`src/rtl/hazard_unit.sv`:
```
`timescale 1ns/1ps
// hazard_unit
//   Central stall / bubble / flush / halt controller for the 5-stage pipeline.
//   Produces the latch enables and flushes for the F/D, D/E, E/M and M/W
//   latches plus the PC update enable. A flush loads a NOP control word when
//   that latch's enable is high.
//
// Ports
//   CLK, nRST            clock (rising edge), synchronous active-low reset
//   ihit, dhit           fetch valid / data access complete this cycle
//   dREN_mem, dWEN_mem   memory-stage load / store request
//   dREN_ex, wsel_ex     execute-stage load flag and destination register
//   rs_dec, rt_dec,
//   use_rt_dec           decode-stage source registers
//   branch_taken_mem,
//   jump_mem             control redirect resolved in memory stage
//   halt_wb              halt reached writeback
//   pc_en, en_*, flush_* latch / PC controls (combinational)
//   halted               sticky halt indication
//   stall_cnt            cycles with pc_en=0 outside HALT
//
// Build option
//   HAZARD_STALL_CNT_EN  enables the saturating stall counter; when undefined
//                        stall_cnt is tied to zero.
module hazard_unit #(
   parameter int STALL_CNT_W   = 16,
   parameter int REDIRECT_HOLD = 0
) (
   input  logic                   CLK,
   input  logic                   nRST,
   input  logic                   ihit,
   input  logic                   dhit,
   input  logic                   dREN_mem,
   input  logic                   dWEN_mem,
   input  logic                   dREN_ex,
   input  logic [4:0]             wsel_ex,
   input  logic [4:0]             rs_dec,
   input  logic [4:0]             rt_dec,
   input  logic                   use_rt_dec,
   input  logic                   branch_taken_mem,
   input  logic                   jump_mem,
   input  logic                   halt_wb,
   output logic                   pc_en,
   output logic                   en_fd,
   output logic                   en_de,
   output logic                   en_em,
   output logic                   en_mw,
   output logic                   flush_fd,
   output logic                   flush_de,
   output logic                   flush_em,
   output logic                   flush_mw,
   output logic                   halted,
   output logic [STALL_CNT_W-1:0] stall_cnt
);

   localparam logic [1:0] ST_RUN   = 2'd0;
   localparam logic [1:0] ST_DWAIT = 2'd1;
   localparam logic [1:0] ST_REDIR = 2'd2;
   localparam logic [1:0] ST_HALT  = 2'd3;

   localparam logic [1:0] HOLD_INIT = 2'(REDIRECT_HOLD);

   logic [1:0] state, state_nxt;
   logic [1:0] hold, hold_nxt;
   logic       mem_pend, redirect, load_use, eval_run;

   // en/flush bundles ordered {fd, de, em, mw}
   logic [3:0] en, flush;

   assign mem_pend = (dREN_mem | dWEN_mem) & ~dhit;
   assign redirect = branch_taken_mem | jump_mem;
   assign load_use = dREN_ex & (wsel_ex != 5'd0) &
                     ((wsel_ex == rs_dec) | (use_rt_dec & (wsel_ex == rt_dec)));

   always_comb begin
      pc_en     = 1'b1;
      en        = 4'b1111;
      flush     = 4'b0000;
      state_nxt = state;
      hold_nxt  = hold;
      eval_run  = 1'b0;

      case (state)
         ST_HALT: begin
            pc_en = 1'b0;
            en    = 4'b0000;
         end
         ST_DWAIT: begin
            if (!dhit) begin
               pc_en = 1'b0;
               en    = 4'b0000;
               if (halt_wb) state_nxt = ST_HALT;
            end else begin
               eval_run = 1'b1;
            end
         end
         ST_REDIR: begin
            if (halt_wb) begin
               eval_run = 1'b1;
            end else if (mem_pend) begin
               // freeze in place; stay in REDIR with the hold count intact
               pc_en = 1'b0;
               en    = 4'b0000;
            end else if (redirect) begin
               eval_run = 1'b1;
            end else begin
               // fetch bubble; decode already holds a NOP so load-use is moot
               pc_en    = 1'b0;
               flush[3] = 1'b1;
               hold_nxt = hold - 2'd1;
               if (hold <= 2'd1) begin
                  state_nxt = ST_RUN;
                  hold_nxt  = 2'd0;
               end
            end
         end
         default: eval_run = 1'b1;
      endcase

      if (eval_run) begin
         state_nxt = ST_RUN;
         if (halt_wb) begin
            pc_en     = 1'b0;
            en        = 4'b0000;
            state_nxt = ST_HALT;
         end else if (mem_pend) begin
            pc_en     = 1'b0;
            en        = 4'b0000;
            state_nxt = ST_DWAIT;
         end else if (redirect) begin
            flush = 4'b1110;
            if (REDIRECT_HOLD > 0) begin
               state_nxt = ST_REDIR;
               hold_nxt  = HOLD_INIT;
            end
         end else if (load_use) begin
            pc_en    = 1'b0;
            en[3]    = 1'b0;
            flush[2] = 1'b1;
         end else if (!ihit) begin
            pc_en    = 1'b0;
            flush[3] = 1'b1;
         end
      end

      if (!nRST) begin
         pc_en = 1'b0;
         en    = 4'b0000;
         flush = 4'b1111;
      end
   end

   always_ff @(posedge CLK) begin
      if (!nRST) begin
         state <= ST_RUN;
         hold  <= 2'd0;
      end else begin
         state <= state_nxt;
         hold  <= hold_nxt;
      end
   end

   assign {en_fd, en_de, en_em, en_mw}         = en;
   assign {flush_fd, flush_de, flush_em, flush_mw} = flush;
   assign halted = nRST & (state == ST_HALT);

`ifdef HAZARD_STALL_CNT_EN
   logic [STALL_CNT_W-1:0] cnt;
   always_ff @(posedge CLK) begin
      if (!nRST)
         cnt <= '0;
      else if (!pc_en && (state != ST_HALT) && (cnt != '1))
         cnt <= cnt + 1'b1;
   end
   assign stall_cnt = cnt;
`else
   assign stall_cnt = '0;
`endif

endmodule

```
`config.mk`:
```
export PLATFORM = sky130hd
export DESIGN_NAME = hazard_unit
export DESIGN_NICKNAME = d
export VERILOG_FILES = /design/src/rtl/hazard_unit.sv
export SDC_FILE = /design/constraint.sdc
export NUM_CORES = 1
export LEC_CHECK = 0
export BUFFER_PORTS_ARGS = -buffer_cell sky130_fd_sc_hd__buf_4
export CORE_AREA = 2 2 42 44
export CTS_CLUSTER_SIZE = 16
export DETAILED_ROUTE_END_ITERATION = 8
export DIE_AREA = 0 0 44 46
export PLACE_DENSITY = 0.82
export RECOVER_POWER = 50
export SYNTH_ARGS = -nofsm -noshare
export SYNTH_HDL_FRONTEND = slang
export SYNTH_SLANG_ARGS = --single-unit
```
`constraint.sdc`:
```
create_clock -name CLK -period 6.2 [get_ports CLK]
set_input_delay 1.55 -clock CLK [delete_from_list [all_inputs] [get_ports CLK]]
set_output_delay 1.55 -clock CLK [all_outputs]
set_load 0.005 [all_outputs]
```
==> impl_metrics.yaml, run 1 <==
logic_synthesis:
  async_flop_share: 0
  synth_area_um2: 606
  avgSynthCellArea_um2: 7.67
  synthCells: 79
  synthFlopType: "dfxtp_1"
  synth_edf_count: 0
  synth_area_leader_cell: "buf_4"
  yosysTopAreaCellShare: 0.223
  synth-seq-cells: 4
  yosysWarnings: 0
  ys_seq_area_frac: 0.132
  ys_top_cells_by_area: "buf_4, xnor2_1, dfxtp_1"
  synth.distinct_cells: 33
power:
  p_leak_nw: 0.414
  vdd_drop_max_mv: 0.0664
  powerDensity_mw_per_mm2: 130
  fin_total_pwr_mw: 0.107
clock_tree:
  cts_buffers: 3
  clk_path_buf_depth: 2
  tritoncts: "yes"
  cts_root_buf: "clkbuf_4"
  hold_buffers: 0
  cts_max_level: 1
  clock_latency_ps: 240
  path_clk_slew_ps: 40
  cts.sinks: 4
  post_cts_buffers: 0
  cts_resized: 0
critical_path:
  worstPathArrival_ps: 3000
  start_kind: "input pin"
  crit_type: "input pin to primary output"
  crit_path_max_fanout: 6
  required_ps: 4650
  cp_num_buf_inv: 2
  critPathMaxStageDelay_ps: 600
  r2r_slack_ps: 4820
  path_delay_family: "simple AND/OR/NAND/NOR gates"
  path_cells: "clkbuf_4 > o21ba_1 > or4_1 > and3_4 > a31oi_1 > buf_4"
  end_kind: "primary output"
  cpMaxStageDelayCell: "or4_1"
die:
  num_rows: 15
  die_y_um: 46
  num_io_pins: 52
  core_area_mm2: 0.00161
  die_w_um: 44
  initial_core_util: 0.375
  die_area_mm2: 0.00202
placement:
  dp_hpwl_um: 1320
  place_congestion: 0.784
  io_buffers: 35
final_layout:
  drive_above_1_share: 0.351
  n_antenna_cell: 0
  fin_nets: 142
  area_growth_pct: 35.7
timing:
  skew_ps: 6.45
  hold_viol: 0
  rsz0062_at_grt: "false"
  setup_viol: 0
  slew_viol_final: 0
  fmax_ghz: 0.220
  finalCritPeriodShare: 0.734
  tns_ps: 0
  period_needed_ps: 4550
detailed_routing:
  postRouteAntennaNets: 0
  drc_errors: 0
  first_pass_iters: 4
  drt_iter0_drc: 10
  wl_um: 1580
  wl_per_cell_um: 12.0
  vias: 664
  vias_per_cell: 5.07
global_route:
  track_usage: 0.170
  grt_pass1_wl_um: 2480
  grt_max_degree: 10
  grt_pass1_vias: 581
  grt_overflow: 0
  antenna_found_initial: 0
outcome:
  status: "complete, no violations"
hold_path:
  worstHoldPathType: "register to register"
job:
  maxCapViolations: 0
flip-flops by register name, indices dropped and copies added, names as in the netlist:
register  flops
hold          2
state         2
area by class of cell:
cell class | instances | area [µm²]
multi-input cells | 69 | 432
inverters | 3 | 11.3
repair buffers | 35 | 255
clock buffers | 3 | 22.5
well taps | 17 | 21.3
fillers | 169 | 792
flip-flops and latches | 4 | 80.1
power by group:
group	switching, mW	internal [mW]	leakage, nW
Sequential	0.00179	0.0270	0.0329
Combinational	0.0208	0.0256	0.368
Clock	0.0104	0.0216	0.0138
Total	0.0330	0.0742	0.414
logic make-up (layout without fill, tap and decap cells):
kind of cell | count (synthesis) | in the layout | synth area share
flops | 4 | 4 | 0.132
other cells | 1 | 16 | 0.00619
xor+xnor | 10 | 10 | 0.145
mux | 2 | 2 | 0.0351
compound gates | 19 | 19 | 0.227
buf+inv | 21 | 41 | 0.242
simple gates | 22 | 22 | 0.213
layout by cell type, fill, tap and decap left out, types with 2 or more instances in the layout:
cell type,Yosys,final
buf_4,18,30
nand2b_1,3,3
xnor2_1,10,10
or4_1,1,2
o21ai_0,2,2
a31oi_1,4,4
inv_1,3,3
clkbuf_1,0,2
nor2_1,4,4
dfxtp_1,4,4
conb_1,1,16
nand2_1,4,4
nand3_1,2,2
clkbuf_4,0,6
a21oi_1,3,3
synth_stat cells (2+ instances only):
cell and count:
nand2_1 4, o21ai_0 2, nand2b_1 3, buf_4 18, a31oi_1 4, xnor2_1 10, dfxtp_1 4, inv_1 3
a21oi_1 3, nand3_1 2, nor2_1 4
routing by layer:
| metal | vias up | global-route usage | part of all wire |
|---|---|---|---|
| met1 | 306 | 0.181 | 0.38 |
| met5 | - | 0 | 0 |
| met2 | 30 | 0.309 | 0.53 |
| li1 | 324 | - | - |
| met4 | 0 | 0.0970 | 0.013 |
| met3 | 4 | 0.0357 | 0.073 |
worst paths after layout:
path         startpoint  cells after the start  endpoint
max            dWEN_mem                      6  flush_fd
min             hold[1]                      1   hold[1]
max reg2reg    state[1]                      4   hold[0]
min reg2reg     hold[1]                      1   hold[1]
stage by stage:
stage / util / cell area (µm²) / hold slack (ps) / instances / setup WS (ps)
after floorplan: - / 662 / 461 / 94 / 1980
after global placement: 0.502 / 811 / 490 / 128 / 1750
after detailed placement: 0.502 / 811 / 493 / 128 / 1720
after CTS: 0.516 / 833 / 498 / 131 / 1720
after global routing: 0.509 / 822 / 515 / 131 / 1600
final: 0.509 / 822 / 502 / 131 / 1650
Power figures use the tool's default switching activity.
==> inputs of run 2 (changes only) <==
--- a/config.mk
+++ b/config.mk
@@ -5,12 +5,13 @@
 export SDC_FILE = /design/constraint.sdc
 export NUM_CORES = 1
 export LEC_CHECK = 0
+export ABC_AREA = 1
 export BUFFER_PORTS_ARGS = -buffer_cell sky130_fd_sc_hd__buf_4
-export CORE_AREA = 2 2 42 44
+export CORE_AREA = 2 2 49 51
 export CTS_CLUSTER_SIZE = 16
 export DETAILED_ROUTE_END_ITERATION = 8
-export DIE_AREA = 0 0 44 46
-export PLACE_DENSITY = 0.82
+export DIE_AREA = 0 0 51 53
+export PLACE_DENSITY = 0.74
 export RECOVER_POWER = 50
 export SYNTH_ARGS = -nofsm -noshare
 export SYNTH_HDL_FRONTEND = slang
==> constraint.sdc (replaced) <==
create_clock -name CLK -period 4 [get_ports CLK]
set_input_delay 1 -clock CLK [delete_from_list [all_inputs] [get_ports CLK]]
set_output_delay 1 -clock CLK [all_outputs]
set_load 0.005 [all_outputs]
==> run 2 against run 1 <==
- clock skew decreased by 6.3 ps
- die area grew 34%
- register-to-register slack got worse by 2100 ps
- power grew to 2.7 times the previous value
- setup slack got worse by 980 ps
- hold slack got worse by 30 ps
- via count rose by 36%
- first-iteration DRC count increased by 140%
- sequential power increased by 95%
- clock power is 46% higher
- global-route usage is 3.4 points lower
==> impl_metrics.yaml, run 2 <==
outcome:
  status: "complete, no violations"
detailed_routing:
  postRouteAntennaNets: 0
  wl_um: 1690
  vias_per_cell: 4.31
  first_pass_iters: 4
  vias: 906
  drc_errors: 0
  wl_per_cell_um: 8.07
  drt_iter0_drc: 24
die:
  num_rows: 17
  core_area_mm2: 0.00215
  die_y_um: 53
  die_w_um: 51
  die_area_mm2: 0.00270
  num_io_pins: 52
  initial_core_util: 0.368
final_layout:
  fin_nets: 210
  n_antenna_cell: 0
  largestRegisters: "hold x2, state x2"
  drive_above_1_share: 0.247
  final_common_cell: "nand2_1"
  layout_common_cells: "nand2_1, buf_4, inv_1, conb_1, nor2_1"
  area_growth_pct: 27.7
logic_synthesis:
  synthFlopType: "dfxtp_1"
  synthMuxAreaShare: 0
  synth_compound_area_frac: 0.106
  synth.distinct_cells: 21
  async_flop_share: 0
  yosysTopAreaCellShare: 0.247
  yosysMostFrequentCell: "nand2_1"
  yosys.area_share.simple: 0.464
  synth_edf_count: 0
  yosys-top-cells-count: "nand2_1, inv_1, buf_4"
  ys_seq_area_frac: 0.101
  synth-seq-cells: 4
  synth_xor_area_frac: 0.0111
  avgSynthCellArea_um2: 5.38
  ys_top_cells_by_area: "nand2_1, buf_4, inv_1"
  synth-adder-area-share: 0
  synth_area_leader_cell: "nand2_1"
  synth_top_family_by_area: "simple AND/OR/NAND/NOR gates"
  yosysWarnings: 0
  synthCells: 147
  synth_area_um2: 791
global_route:
  grt_max_degree: 8
  grt_overflow: 0
  grt_pass1_wl_um: 2990
  grt_pass1_vias: 825
  antenna_found_initial: 0
  track_usage: 0.136
critical_path:
  crit_path_max_fanout: 5
  crit_end: "en_fd"
  reg2reg_from: "state[0]"
  reg2regPathDepth: 11
  crit_type: "input pin to primary output"
  startpoint: "dWEN_mem"
  end_kind: "primary output"
  reg2reg_to: "state[1]"
  start_kind: "input pin"
  worstPathArrival_ps: 2340
  required_ps: 3000
  r2r_slack_ps: 2770
clock_tree:
  path_clk_slew_ps: 30
  cts_max_level: 1
  cts_buffers: 3
  post_cts_buffers: 0
  cts.sinks: 4
  clock_latency_ps: 230
  cts_root_buf: "clkbuf_4"
  tritoncts: "yes"
  clk_path_buf_depth: 2
  hold_buffers: 0
  cts_resized: 0
timing:
  period_needed_ps: 3340
  hold_viol: 0
  fmax_ghz: 0.300
  skew_ps: 0.179
  slew_viol_final: 0
  finalCritPeriodShare: 0.834
  slew_headroom: 0.616
  tns_ps: 0
  rsz0062_at_grt: "false"
  setup_viol: 0
  max_slew.worst_pin.slew_ps: 574
power:
  vdd_drop_max_mv: 0.166
  powerDensity_mw_per_mm2: 289
  pwr-share-seq: 0.192
  p_sw_frac: 0.441
  intPower_mw: 0.163
  power_frac_clock: 0.160
  switching_power_mw: 0.129
  fin_total_pwr_mw: 0.292
  p_leak_nw: 0.652
  comb_power_share: 0.647
hold_path:
  worstHoldPathType: "register to register"
placement:
  dp_hpwl_um: 1550
  io_buffers: 35
  place_congestion: 0.812
job:
  maxCapViolations: 0
==> run 2: changes by cell type in the layout (fill, tap and decap cells not counted), sizes merged, moves of 3 or more <==
cell    before  now
nand2        4   54
inv          3   30
nand3        2   12
nor2         4   13
xnor2       10    1
a31oi        4    1
nand2b       3    0
==> run 2: worst min path at each step <==
stage                  from      end  slack [ps]  depth (start not counted)
floorplan           hold[1]  hold[1]         440                          2
global placement    hold[1]  hold[1]         460                          2
detailed placement  hold[1]  hold[1]         470                          2
CTS                 hold[1]  hold[1]         470                          2
global route        hold[1]  hold[1]         520                          2
finish              hold[1]  hold[1]         470                          2
==> run 2: worst max-delay path: stages <==
cell and delay, ps:
clkbuf_4 110, o21bai_1 470, nand2_1 100, nand3_1 100, nand2_1 50, a21oi_1 250
nand2_1 90, inv_1 60, buf_4 100
==> run 2: power groups by stage <==
stage	sequential, mW	combinational [mW]	clock [mW]
after global routing	0.0576	0.215	0.0533
after global placement	0.0567	0.196	0
after detailed placement	0.0566	0.198	0
after floorplan	0.0545	0.149	0
final	0.0561	0.189	0.0468
after CTS	0.0561	0.199	0.0484
==> run 2: cells by family (layout without fill, tap and decap cells) <==
logic type,after synthesis,after routing
buffers and inverters,48,68
AOI/OAI and AO/OA,11,11
xor gates and xnor gates,1,1
DFF,4,4
and+or+nand+nor,82,82
other,1,16
==> run 2: per-stage QoR <==
step | utilization | instances | worst slack [ps] | hold slack [ps] | instance area [µm²]
finish | 0.470 | 210 | 663 | 472 | 1010
detailed placement | 0.470 | 207 | 845 | 467 | 1010
floorplan | - | 162 | 1200 | 441 | 847
global route | 0.470 | 210 | 506 | 523 | 1010
CTS | 0.480 | 210 | 839 | 472 | 1030
global placement | 0.470 | 207 | 896 | 456 | 1010
==> run 2: layer usage <==
layer / routed length [µm] / global-route usage / vias to the layer above
met5: 0 / 0 / -
met4: 0 / 0.0135 / 0
met3: 117 / 0.0169 / 0
met2: 922 / 0.286 / 29
met1: 653 / 0.147 / 401
li1: - / - / 476
==> run 2: layout make-up <==
type,count,area [µm²]
inverters,30,113
clock buffers,3,22.5
multi-input cells,110,497
repair buffers,35,263
fillers,251,1140
well taps,28,35.0
flip-flops and latches,4,80.1
